[config.mk]
export PLATFORM = sky130hd
export DESIGN_NAME = tipi_rpi_rx_flat
export DESIGN_NICKNAME = d
export VERILOG_FILES = /design/src/rtl/tipi_rpi_rx_pkg.sv /design/src/rtl/tipi_rpi_rx_if.sv /design/src/rtl/tipi_rpi_rx_sync_edge.sv /design/src/rtl/tipi_rpi_rx.sv /design/src/flat_wrapper.sv
export SDC_FILE = /design/constraint.sdc
export NUM_CORES = 1
export LEC_CHECK = 0
export BUFFER_PORTS_ARGS = -buffer_cell sky130_fd_sc_hd__buf_2
export CAP_MARGIN = 20
export CELL_PAD_IN_SITES_DETAIL_PLACEMENT = 1
export CELL_PAD_IN_SITES_GLOBAL_PLACEMENT = 1
export CORE_ASPECT_RATIO = 0.9
export CORE_MARGIN = 5
export CORE_UTILIZATION = 32
export CTS_BUF_LIST = sky130_fd_sc_hd__clkbuf_2
export DETAILED_ROUTE_END_ITERATION = 16
export PLACE_DENSITY = 0.71
export SKIP_CTS_REPAIR_TIMING = 1
export SLEW_MARGIN = 20
export SYNTH_ARGS = -nofsm -noshare
export SYNTH_HDL_FRONTEND = slang
export SYNTH_SLANG_ARGS = --single-unit
[constraint.sdc]
create_clock -name clk -period 3.3 [get_ports clk]
set_input_delay 0.66 -clock clk [delete_from_list [all_inputs] [get_ports clk]]
set_output_delay 0.66 -clock clk [all_outputs]
set_load 0.02 [all_outputs]
[src/rtl/tipi_rpi_rx_pkg.sv]
`default_nettype none
// ============================================================================
// Module   : tipi_pkg
// Brief    : Shared constants and FSM state encoding for the TIPI RPi receiver.
//            ERR state exists only when TIPI_RX_FRAME_CHECK_EN is defined.
// Revision : 1.0 - initial release
// ============================================================================
package tipi_pkg;

    localparam int          REG_W        = 8;
    localparam logic [15:0] TIPI_RD_ADDR = 16'h5FFB;
    localparam logic [15:0] TIPI_RC_ADDR = 16'h5FF9;

    typedef logic [1:0] tipi_state_t;

    localparam logic [1:0] C_ST_IDLE    = 2'd0;
    localparam logic [1:0] C_ST_SHIFT_D = 2'd1;
    localparam logic [1:0] C_ST_SHIFT_C = 2'd2;
`ifdef TIPI_RX_FRAME_CHECK_EN
    localparam logic [1:0] C_ST_ERR     = 2'd3;
`endif

    localparam logic [3:0] C_FULL_CNT   = 4'd8;

endpackage
`default_nettype wire

[src/rtl/tipi_rpi_rx_if.sv]
`default_nettype none
// ============================================================================
// Module   : tipi_rpi_rx_if
// Brief    : RPi serial link and TI bus signals of the TIPI receiver.
// Revision : 1.0 - initial release
// ============================================================================
interface tipi_rpi_rx_if;
    import tipi_pkg::*;

    logic             rpi_dclk;
    logic             rpi_cclk;
    logic             rpi_sdata;
    logic             rpi_le;
    logic [0:15]      ti_a;
    logic             ti_memen;
    logic             ti_dbin;
    logic             cru_dsr_en;
    logic [0:REG_W-1] reg_d;
    logic             reg_oe_n;

    modport master (
        output rpi_dclk, rpi_cclk, rpi_sdata, rpi_le,
        output ti_a, ti_memen, ti_dbin, cru_dsr_en,
        input  reg_d, reg_oe_n
    );

    modport slave (
        input  rpi_dclk, rpi_cclk, rpi_sdata, rpi_le,
        input  ti_a, ti_memen, ti_dbin, cru_dsr_en,
        output reg_d, reg_oe_n
    );

endinterface
`default_nettype wire

[src/rtl/tipi_rpi_rx_sync_edge.sv]
`default_nettype none
// ============================================================================
// Module   : sync_edge
// Brief    : Two-flop synchronizer followed by a one-clk rising-edge pulse.
// Revision : 1.0 - initial release
// ============================================================================
module sync_edge (
    input  wire  clk,
    input  wire  rst_n,
    input  wire  i_async,
    output logic o_rise
);

    logic r_meta;
    logic r_sync;
    logic r_dly;

    always_ff @(posedge clk or negedge rst_n) begin
        if (!rst_n) begin
            r_meta <= 1'b0;
            r_sync <= 1'b0;
            r_dly  <= 1'b0;
        end else begin
            r_meta <= i_async;
            r_sync <= r_meta;
            r_dly  <= r_sync;
        end
    end

    assign o_rise = r_sync & ~r_dly;

endmodule
`default_nettype wire

[src/rtl/tipi_rpi_rx.sv]
`default_nettype none
// ============================================================================
// Module   : tipi_rpi_rx
// Brief    : Receives RD/RC bytes from the RPi serial link and presents them
//            on the TI bus. Define TIPI_RX_FRAME_CHECK_EN for frame checking.
// Revision : 1.0 - initial release
// ============================================================================
module tipi_rpi_rx
    import tipi_pkg::*;
(
    input  wire              clk,
    input  wire              rst_n,
    tipi_rpi_rx_if.slave     bus,
    output logic [REG_W-1:0] rd_q,
    output logic [REG_W-1:0] rc_q,
    output logic             frame_err
);

    logic [2:0] w_async;
    logic [2:0] w_rise;
    logic       w_dp;
    logic       w_cp;
    logic       w_lp;
    logic       r_sd_meta;
    logic       r_sd_sync;

    assign w_async = {bus.rpi_le, bus.rpi_cclk, bus.rpi_dclk};

    generate
        for (genvar gi = 0; gi < 3; gi++) begin : g_sync
            sync_edge u_sync_edge (
                .clk     (clk),
                .rst_n   (rst_n),
                .i_async (w_async[gi]),
                .o_rise  (w_rise[gi])
            );
        end
    endgenerate

    assign w_dp = w_rise[0];
    assign w_cp = w_rise[1];
    assign w_lp = w_rise[2];

    // Same depth as the clock synchronizers so data lines up with the pulse.
    always_ff @(posedge clk or negedge rst_n) begin
        if (!rst_n) begin
            r_sd_meta <= 1'b0;
            r_sd_sync <= 1'b0;
        end else begin
            r_sd_meta <= bus.rpi_sdata;
            r_sd_sync <= r_sd_meta;
        end
    end

    tipi_state_t      r_state;
    tipi_state_t      w_st_sh;
    tipi_state_t      w_state_n;
    logic [REG_W-1:0] r_shreg;
    logic [REG_W-1:0] w_shift_val;
    logic [REG_W-1:0] w_shreg_sh;
    logic [REG_W-1:0] w_shreg_n;
    logic [3:0]       r_bitcnt;
    logic [3:0]       w_cnt_sh;
    logic [3:0]       w_bitcnt_n;
    logic             w_commit_d;
    logic             w_commit_c;

    assign w_shift_val = {r_shreg[REG_W-2:0], r_sd_sync};

    // Shift stage: resolved first so a coincident latch sees the new count.
    always_comb begin
        w_st_sh    = r_state;
        w_shreg_sh = r_shreg;
        w_cnt_sh   = r_bitcnt;
`ifdef TIPI_RX_FRAME_CHECK_EN
        case (r_state)
            C_ST_IDLE: begin
                if (w_dp && w_cp) begin
                    w_st_sh = C_ST_ERR;
                end else if (w_dp) begin
                    w_st_sh    = C_ST_SHIFT_D;
                    w_shreg_sh = w_shift_val;
                    w_cnt_sh   = r_bitcnt + 4'd1;
                end else if (w_cp) begin
                    w_st_sh    = C_ST_SHIFT_C;
                    w_shreg_sh = w_shift_val;
                    w_cnt_sh   = r_bitcnt + 4'd1;
                end
            end
            C_ST_SHIFT_D: begin
                if (w_cp || (w_dp && r_bitcnt == C_FULL_CNT)) begin
                    w_st_sh = C_ST_ERR;
                end else if (w_dp) begin
                    w_shreg_sh = w_shift_val;
                    w_cnt_sh   = r_bitcnt + 4'd1;
                end
            end
            C_ST_SHIFT_C: begin
                if (w_dp || (w_cp && r_bitcnt == C_FULL_CNT)) begin
                    w_st_sh = C_ST_ERR;
                end else if (w_cp) begin
                    w_shreg_sh = w_shift_val;
                    w_cnt_sh   = r_bitcnt + 4'd1;
                end
            end
            default: ;
        endcase
`else
        // Unchecked mode: the most recent shift clock selects the target.
        if (w_dp || w_cp) begin
            w_st_sh    = w_dp ? C_ST_SHIFT_D : C_ST_SHIFT_C;
            w_shreg_sh = w_shift_val;
            w_cnt_sh   = (r_bitcnt == C_FULL_CNT) ? C_FULL_CNT : r_bitcnt + 4'd1;
        end
`endif
    end

`ifdef TIPI_RX_FRAME_CHECK_EN
    logic w_set_err;
    logic r_frame_err;
`endif

    // Latch stage: le in IDLE is ignored, anything else returns to IDLE.
    always_comb begin
        w_state_n  = w_st_sh;
        w_shreg_n  = w_shreg_sh;
        w_bitcnt_n = w_cnt_sh;
        w_commit_d = 1'b0;
        w_commit_c = 1'b0;
`ifdef TIPI_RX_FRAME_CHECK_EN
        w_set_err  = 1'b0;
`endif
        if (w_lp && w_st_sh != C_ST_IDLE) begin
`ifdef TIPI_RX_FRAME_CHECK_EN
            if (w_st_sh == C_ST_ERR || w_cnt_sh != C_FULL_CNT) begin
                w_set_err = 1'b1;
            end else begin
                w_commit_d = (w_st_sh == C_ST_SHIFT_D);
                w_commit_c = (w_st_sh == C_ST_SHIFT_C);
            end
`else
            w_commit_d = (w_st_sh == C_ST_SHIFT_D);
            w_commit_c = (w_st_sh == C_ST_SHIFT_C);
`endif
            w_state_n  = C_ST_IDLE;
            w_shreg_n  = '0;
            w_bitcnt_n = '0;
        end
    end

    always_ff @(posedge clk or negedge rst_n) begin
        if (!rst_n) begin
            r_state  <= C_ST_IDLE;
            r_shreg  <= '0;
            r_bitcnt <= '0;
        end else begin
            r_state  <= w_state_n;
            r_shreg  <= w_shreg_n;
            r_bitcnt <= w_bitcnt_n;
        end
    end

`ifdef TIPI_RX_FRAME_CHECK_EN
    always_ff @(posedge clk or negedge rst_n) begin
        if (!rst_n) begin
            r_frame_err <= 1'b0;
        end else if (w_commit_d || w_commit_c) begin
            r_frame_err <= 1'b0;
        end else if (w_set_err) begin
            r_frame_err <= 1'b1;
        end
    end

    assign frame_err = r_frame_err;
`else
    assign frame_err = 1'b0;
`endif

    logic w_rd_read;
    logic w_rc_read;

    assign w_rd_read = bus.cru_dsr_en && !bus.ti_memen && bus.ti_dbin &&
                       (bus.ti_a == TIPI_RD_ADDR);
    assign w_rc_read = bus.cru_dsr_en && !bus.ti_memen && bus.ti_dbin &&
                       (bus.ti_a == TIPI_RC_ADDR);

    logic [REG_W-1:0] r_rd_q;
    logic [REG_W-1:0] r_rd_pend;
    logic             r_rd_pend_v;
    logic [REG_W-1:0] r_rc_q;
    logic [REG_W-1:0] r_rc_pend;
    logic             r_rc_pend_v;

    // A register under read is never changed; the commit parks until release.
    always_ff @(posedge clk or negedge rst_n) begin
        if (!rst_n) begin
            r_rd_q      <= '0;
            r_rd_pend   <= '0;
            r_rd_pend_v <= 1'b0;
        end else if (w_commit_d) begin
            if (w_rd_read) begin
                r_rd_pend   <= w_shreg_sh;
                r_rd_pend_v <= 1'b1;
            end else begin
                r_rd_q      <= w_shreg_sh;
                r_rd_pend_v <= 1'b0;
            end
        end else if (r_rd_pend_v && !w_rd_read) begin
            r_rd_q      <= r_rd_pend;
            r_rd_pend_v <= 1'b0;
        end
    end

    always_ff @(posedge clk or negedge rst_n) begin
        if (!rst_n) begin
            r_rc_q      <= '0;
            r_rc_pend   <= '0;
            r_rc_pend_v <= 1'b0;
        end else if (w_commit_c) begin
            if (w_rc_read) begin
                r_rc_pend   <= w_shreg_sh;
                r_rc_pend_v <= 1'b1;
            end else begin
                r_rc_q      <= w_shreg_sh;
                r_rc_pend_v <= 1'b0;
            end
        end else if (r_rc_pend_v && !w_rc_read) begin
            r_rc_q      <= r_rc_pend;
            r_rc_pend_v <= 1'b0;
        end
    end

    assign rd_q         = r_rd_q;
    assign rc_q         = r_rc_q;
    assign bus.reg_d    = w_rd_read ? r_rd_q : (w_rc_read ? r_rc_q : '0);
    assign bus.reg_oe_n = ~(w_rd_read | w_rc_read);

endmodule
`default_nettype wire

[src/flat_wrapper.sv]
// flat-port wrapper written by rule: the top's interface ports become plain ports
module tipi_rpi_rx_flat import tipi_pkg::*;
  (clk, rst_n, rd_q, rc_q, frame_err, bus_rpi_dclk, bus_rpi_cclk, bus_rpi_sdata, bus_rpi_le, bus_ti_a, bus_ti_memen, bus_ti_dbin, bus_cru_dsr_en, bus_reg_d, bus_reg_oe_n);
  tipi_rpi_rx_if bus_i ();
  input  wire clk;
  input  wire rst_n;
  output logic [REG_W-1:0] rd_q;
  output logic [REG_W-1:0] rc_q;
  output logic frame_err;
  input wire logic [$bits(bus_i.rpi_dclk)-1:0] bus_rpi_dclk;
  input wire logic [$bits(bus_i.rpi_cclk)-1:0] bus_rpi_cclk;
  input wire logic [$bits(bus_i.rpi_sdata)-1:0] bus_rpi_sdata;
  input wire logic [$bits(bus_i.rpi_le)-1:0] bus_rpi_le;
  input wire logic [$bits(bus_i.ti_a)-1:0] bus_ti_a;
  input wire logic [$bits(bus_i.ti_memen)-1:0] bus_ti_memen;
  input wire logic [$bits(bus_i.ti_dbin)-1:0] bus_ti_dbin;
  input wire logic [$bits(bus_i.cru_dsr_en)-1:0] bus_cru_dsr_en;
  output wire logic [$bits(bus_i.reg_d)-1:0] bus_reg_d;
  output wire logic [$bits(bus_i.reg_oe_n)-1:0] bus_reg_oe_n;
  assign bus_i.rpi_dclk = bus_rpi_dclk;
  assign bus_i.rpi_cclk = bus_rpi_cclk;
  assign bus_i.rpi_sdata = bus_rpi_sdata;
  assign bus_i.rpi_le = bus_rpi_le;
  assign bus_i.ti_a = bus_ti_a;
  assign bus_i.ti_memen = bus_ti_memen;
  assign bus_i.ti_dbin = bus_ti_dbin;
  assign bus_i.cru_dsr_en = bus_cru_dsr_en;
  assign bus_reg_d = bus_i.reg_d;
  assign bus_reg_oe_n = bus_i.reg_oe_n;
  tipi_rpi_rx u_core (.clk(clk), .rst_n(rst_n), .bus(bus_i), .rd_q(rd_q), .rc_q(rc_q), .frame_err(frame_err));
endmodule
==> flow_metrics.py <==
metrics = {
    "run_status": {
        "status": "finished clean",
    },
    "timing": {
        "hold-worst-slack_ps": 163,
        "setup_viol_count_final": 0,
        "drv_slew": 0,
        "fmax_mhz": 353,
        "fin_worst_skew_ps": 28.1,
        "worst_slack_ps": 467,
        "rsz0062_at_grt": "no",
        "slew_headroom_pct": 54.1,
        "timing.final.crit_share_pct": 85.9,
        "finalCriticalPeriod_ps": 2830,
        "worst_pin_slew_ps": 688,
        "final.setup.tns_ps": 0,
        "finalHoldViolCount": 0,
    },
    "placed_design": {
        "pre_cts_ws_ps": 463,
        "place.gp.congestion": 0.719,
        "port_buffers": 49,
        "dpl_cell_area_um2": 2800,
        "place_hpwl_mm": 4.13,
    },
    "grt": {
        "grt_pass1_vias": 1814,
        "antenna_found_initial": 0,
        "gr-total-overflow": 0,
        "grt_max_degree": 46,
        "grt_pass1_wl_mm": 9.43,
        "globalRouteTotalUtil_pct": 12.5,
    },
    "floorplanning": {
        "dieWidth_um": 103,
        "io-pin-count": 51,
        "fp.coreArea_um2": 7540,
        "fp-row-count": 30,
        "die_h_um": 93.4,
        "dieArea_um2": 9580,
        "initial_utilization_pct": 32.8,
    },
    "logic_synthesis": {
        "ys_seq_area_share_pct": 55.7,
        "synth_warnings": 0,
        "ys_seq_elements": 55,
        "postSynthAreaPerCell_um2": 12.1,
        "syn-cell-area_um2": 2470,
        "dominantRegCellSynth": "dfrtp_1",
        "synthDistinctLibCells": 41,
        "synth_enable_flop_cells": 0,
        "netlist_instances": 204,
        "syn_nets": 229,
        "synth_async_sr_flop_share_pct": 100,
    },
    "pwr": {
        "ir_drop_mv": 0.117,
        "leakage_nw": 1.34,
        "power_mw": 1.42,
        "p_per_area_nw_per_um2": 498,
    },
    "routing": {
        "drc": 0,
        "ant_nets": 0,
        "vias": 1820,
        "vias_per_cell": 5.19,
        "first_pass_iters": 4,
        "drtIter0Drc": 53,
        "drt_wl_total_mm": 5.68,
        "wl_per_cell_um": 16.2,
    },
    "clocking": {
        "cts.sink_count": 55,
        "clockBufferDepth": 2,
        "insertion_delay_ps": 450,
        "clk_pin_slew_worst_paths_ps": 290,
        "cts_root_buf": "clkbuf_2",
        "cts_made_buffers": 5,
        "htree_num_levels": 2,
        "cts_tree": "yes",
    },
    "finish": {
        "design_area_um2": 2850,
        "fill_cells": 860,
        "nets": 279,
        "seqCellArea_um2": 1380,
        "layout-drive-gt1-share_pct": 34.1,
        "multi_input_area_um2": 1020,
        "areaGrowthSynthToFinish_pct": 15.2,
        "diodes": 0,
    },
    "worst_setup_path": {
        "crit_required_ps": 2640,
        "crit_arrival_ps": 2170,
        "reg2reg_from": "u_core.g_sync[0].u_sync_edge.r_sync",
        "rrSetupSlack_ps": 1120,
        "cp_max_fo": 10,
        "endpoint_kind": "output port",
        "start_kind": "input pin",
        "r2r_end": "u_core.rc_q[7]",
        "reg2reg_depth": 6,
        "critPathKind": "in -> out",
    },
    "worst_hold_path": {
        "hold_path.class": "in -> async",
    },
    "job": {
        "drv_cap": 0,
    },
}
-- cell usage after synthesis (3+ instances only) --
cell,count,share of area (%)
o21ai_0,17,3.4
o22ai_1,16,4.1
nand2_1,10,1.5
a2bb2oi_1,13,4.6
o21ai_2,8,2.8
nor2b_1,4,1.0
nand2b_1,3,0.76
mux2_2,8,3.6
and4b_1,3,1.2
dfrtp_1,55,56
a22o_1,8,2.8
nor2_1,13,2.0
mux2i_1,8,3.2
buf_2,6,1.2
-- registers in the layout (all words and copies together), names as in the netlist --
name	count
u_core.r_rc_pend	8
u_core.r_rd_pend	8
u_core.r_shreg	8
u_core.rc_q	8
u_core.rd_q	8
u_core.g_sync.u_sync_edge.r_dly	3
u_core.g_sync.u_sync_edge.r_meta	3
u_core.g_sync.u_sync_edge.r_sync	3
u_core.r_state	2
u_core.r_rc_pend_v	1
u_core.r_rd_pend_v	1
u_core.r_sd_meta	1
u_core.r_sd_sync	1
-- stage by stage --
stage | std cells | util, %
6_report | 351 | 37.7
5_1_grt | 351 | 37.7
4_1_cts | 351 | 37.7
3_5_place_dp | 343 | 37.1
3_3_place_gp | 343 | 37.1
2_1_floorplan | 204 | -
-- cell usage in the layout, fill, tap and decap left out, drive strengths merged --
| cell | synthesis | layout |
|---|---|---|
| dfrtp | 55 | 55 |
| buf | 10 | 53 |
| o21ai | 25 | 25 |
| o22ai | 16 | 16 |
| nor2 | 15 | 15 |
| a2bb2oi | 14 | 14 |
| nand2 | 10 | 10 |
| a22o | 8 | 8 |
| mux2i | 8 | 8 |
| mux2 | 8 | 8 |
| nor2b | 6 | 6 |
| clkbuf | 0 | 5 |
| and4b | 3 | 3 |
| nand2b | 3 | 3 |
| and4 | 3 | 3 |
| or3 | 2 | 2 |
| o2bb2a | 2 | 2 |
| clkinvlp | 0 | 2 |
| nand4 | 2 | 2 |
| a21oi | 2 | 2 |
| nor3b | 1 | 1 |
| and2 | 1 | 1 |
| o41a | 1 | 1 |
| nor3 | 1 | 1 |
| o211ai | 1 | 1 |
| and3 | 1 | 1 |
| nand4b | 1 | 1 |
| nor4b | 1 | 1 |
| nand3 | 1 | 1 |
| inv | 1 | 1 |
| a21o | 1 | 1 |
| conb | 1 | 1 |
| clkinv | 0 | 1 |
-- kinds of logic (layout without fill, tap and decap cells) --
group | Yosys count | in the layout | share of synthesized area [%]
AOI/OAI and AO/OA | 70 | 70 | 21.9
DFF | 55 | 55 | 55.7
and+or+nand+nor | 51 | 51 | 12.5
muxes | 16 | 16 | 6.89
buffers and inverters | 11 | 62 | 2.89
other | 1 | 1 | 0.152
-- layout make-up --
cell class,instances,share of cell area [%]
Tap cell,96,4.22
Clock buffer,5,0.879
Sequential cell,55,48.4
Multi-Input combinational cell,138,36.0
Timing Repair Buffer,53,9.76
Clock inverter,3,0.703
Inverter,1,0.132
-- routing by layer --
layer	up-vias	GRT usage, %	part of all wire [%]
li1	866	-	-
met1	912	18.4	50
met2	38	18.8	45
met3	4	2.24	4.7
met4	0	3.28	0.76
met5	-	0	0
-- how the worst max path moves through the flow --
stage                      start           end  slack (ps)  depth (start not counted)
floorplan            bus_ti_a[2]  bus_reg_d[0]         890                          5
global placement    bus_ti_a[13]  bus_reg_d[1]         460                          6
detailed placement  bus_ti_a[13]  bus_reg_d[1]         460                          6
CTS                 bus_ti_a[13]  bus_reg_d[1]         450                          6
global route        bus_ti_a[13]  bus_reg_d[1]         340                          6
finish              bus_ti_a[13]  bus_reg_d[1]         470                          6
-- where the power goes --
part | switching (mW) | total [mW] | internal [mW]
clock | 0.216 | 0.266 | 0.0500
combinational | 0.188 | 0.330 | 0.143
sequential | 0.0677 | 0.821 | 0.754
-- worst max-delay path, cell delays in order --
cell and delay (ps):
buf_2 110, nor3b_1 250, and4_4 280, and4_1 490, a22o_1 220, buf_2 160
(Power assumes the default switching activity.)
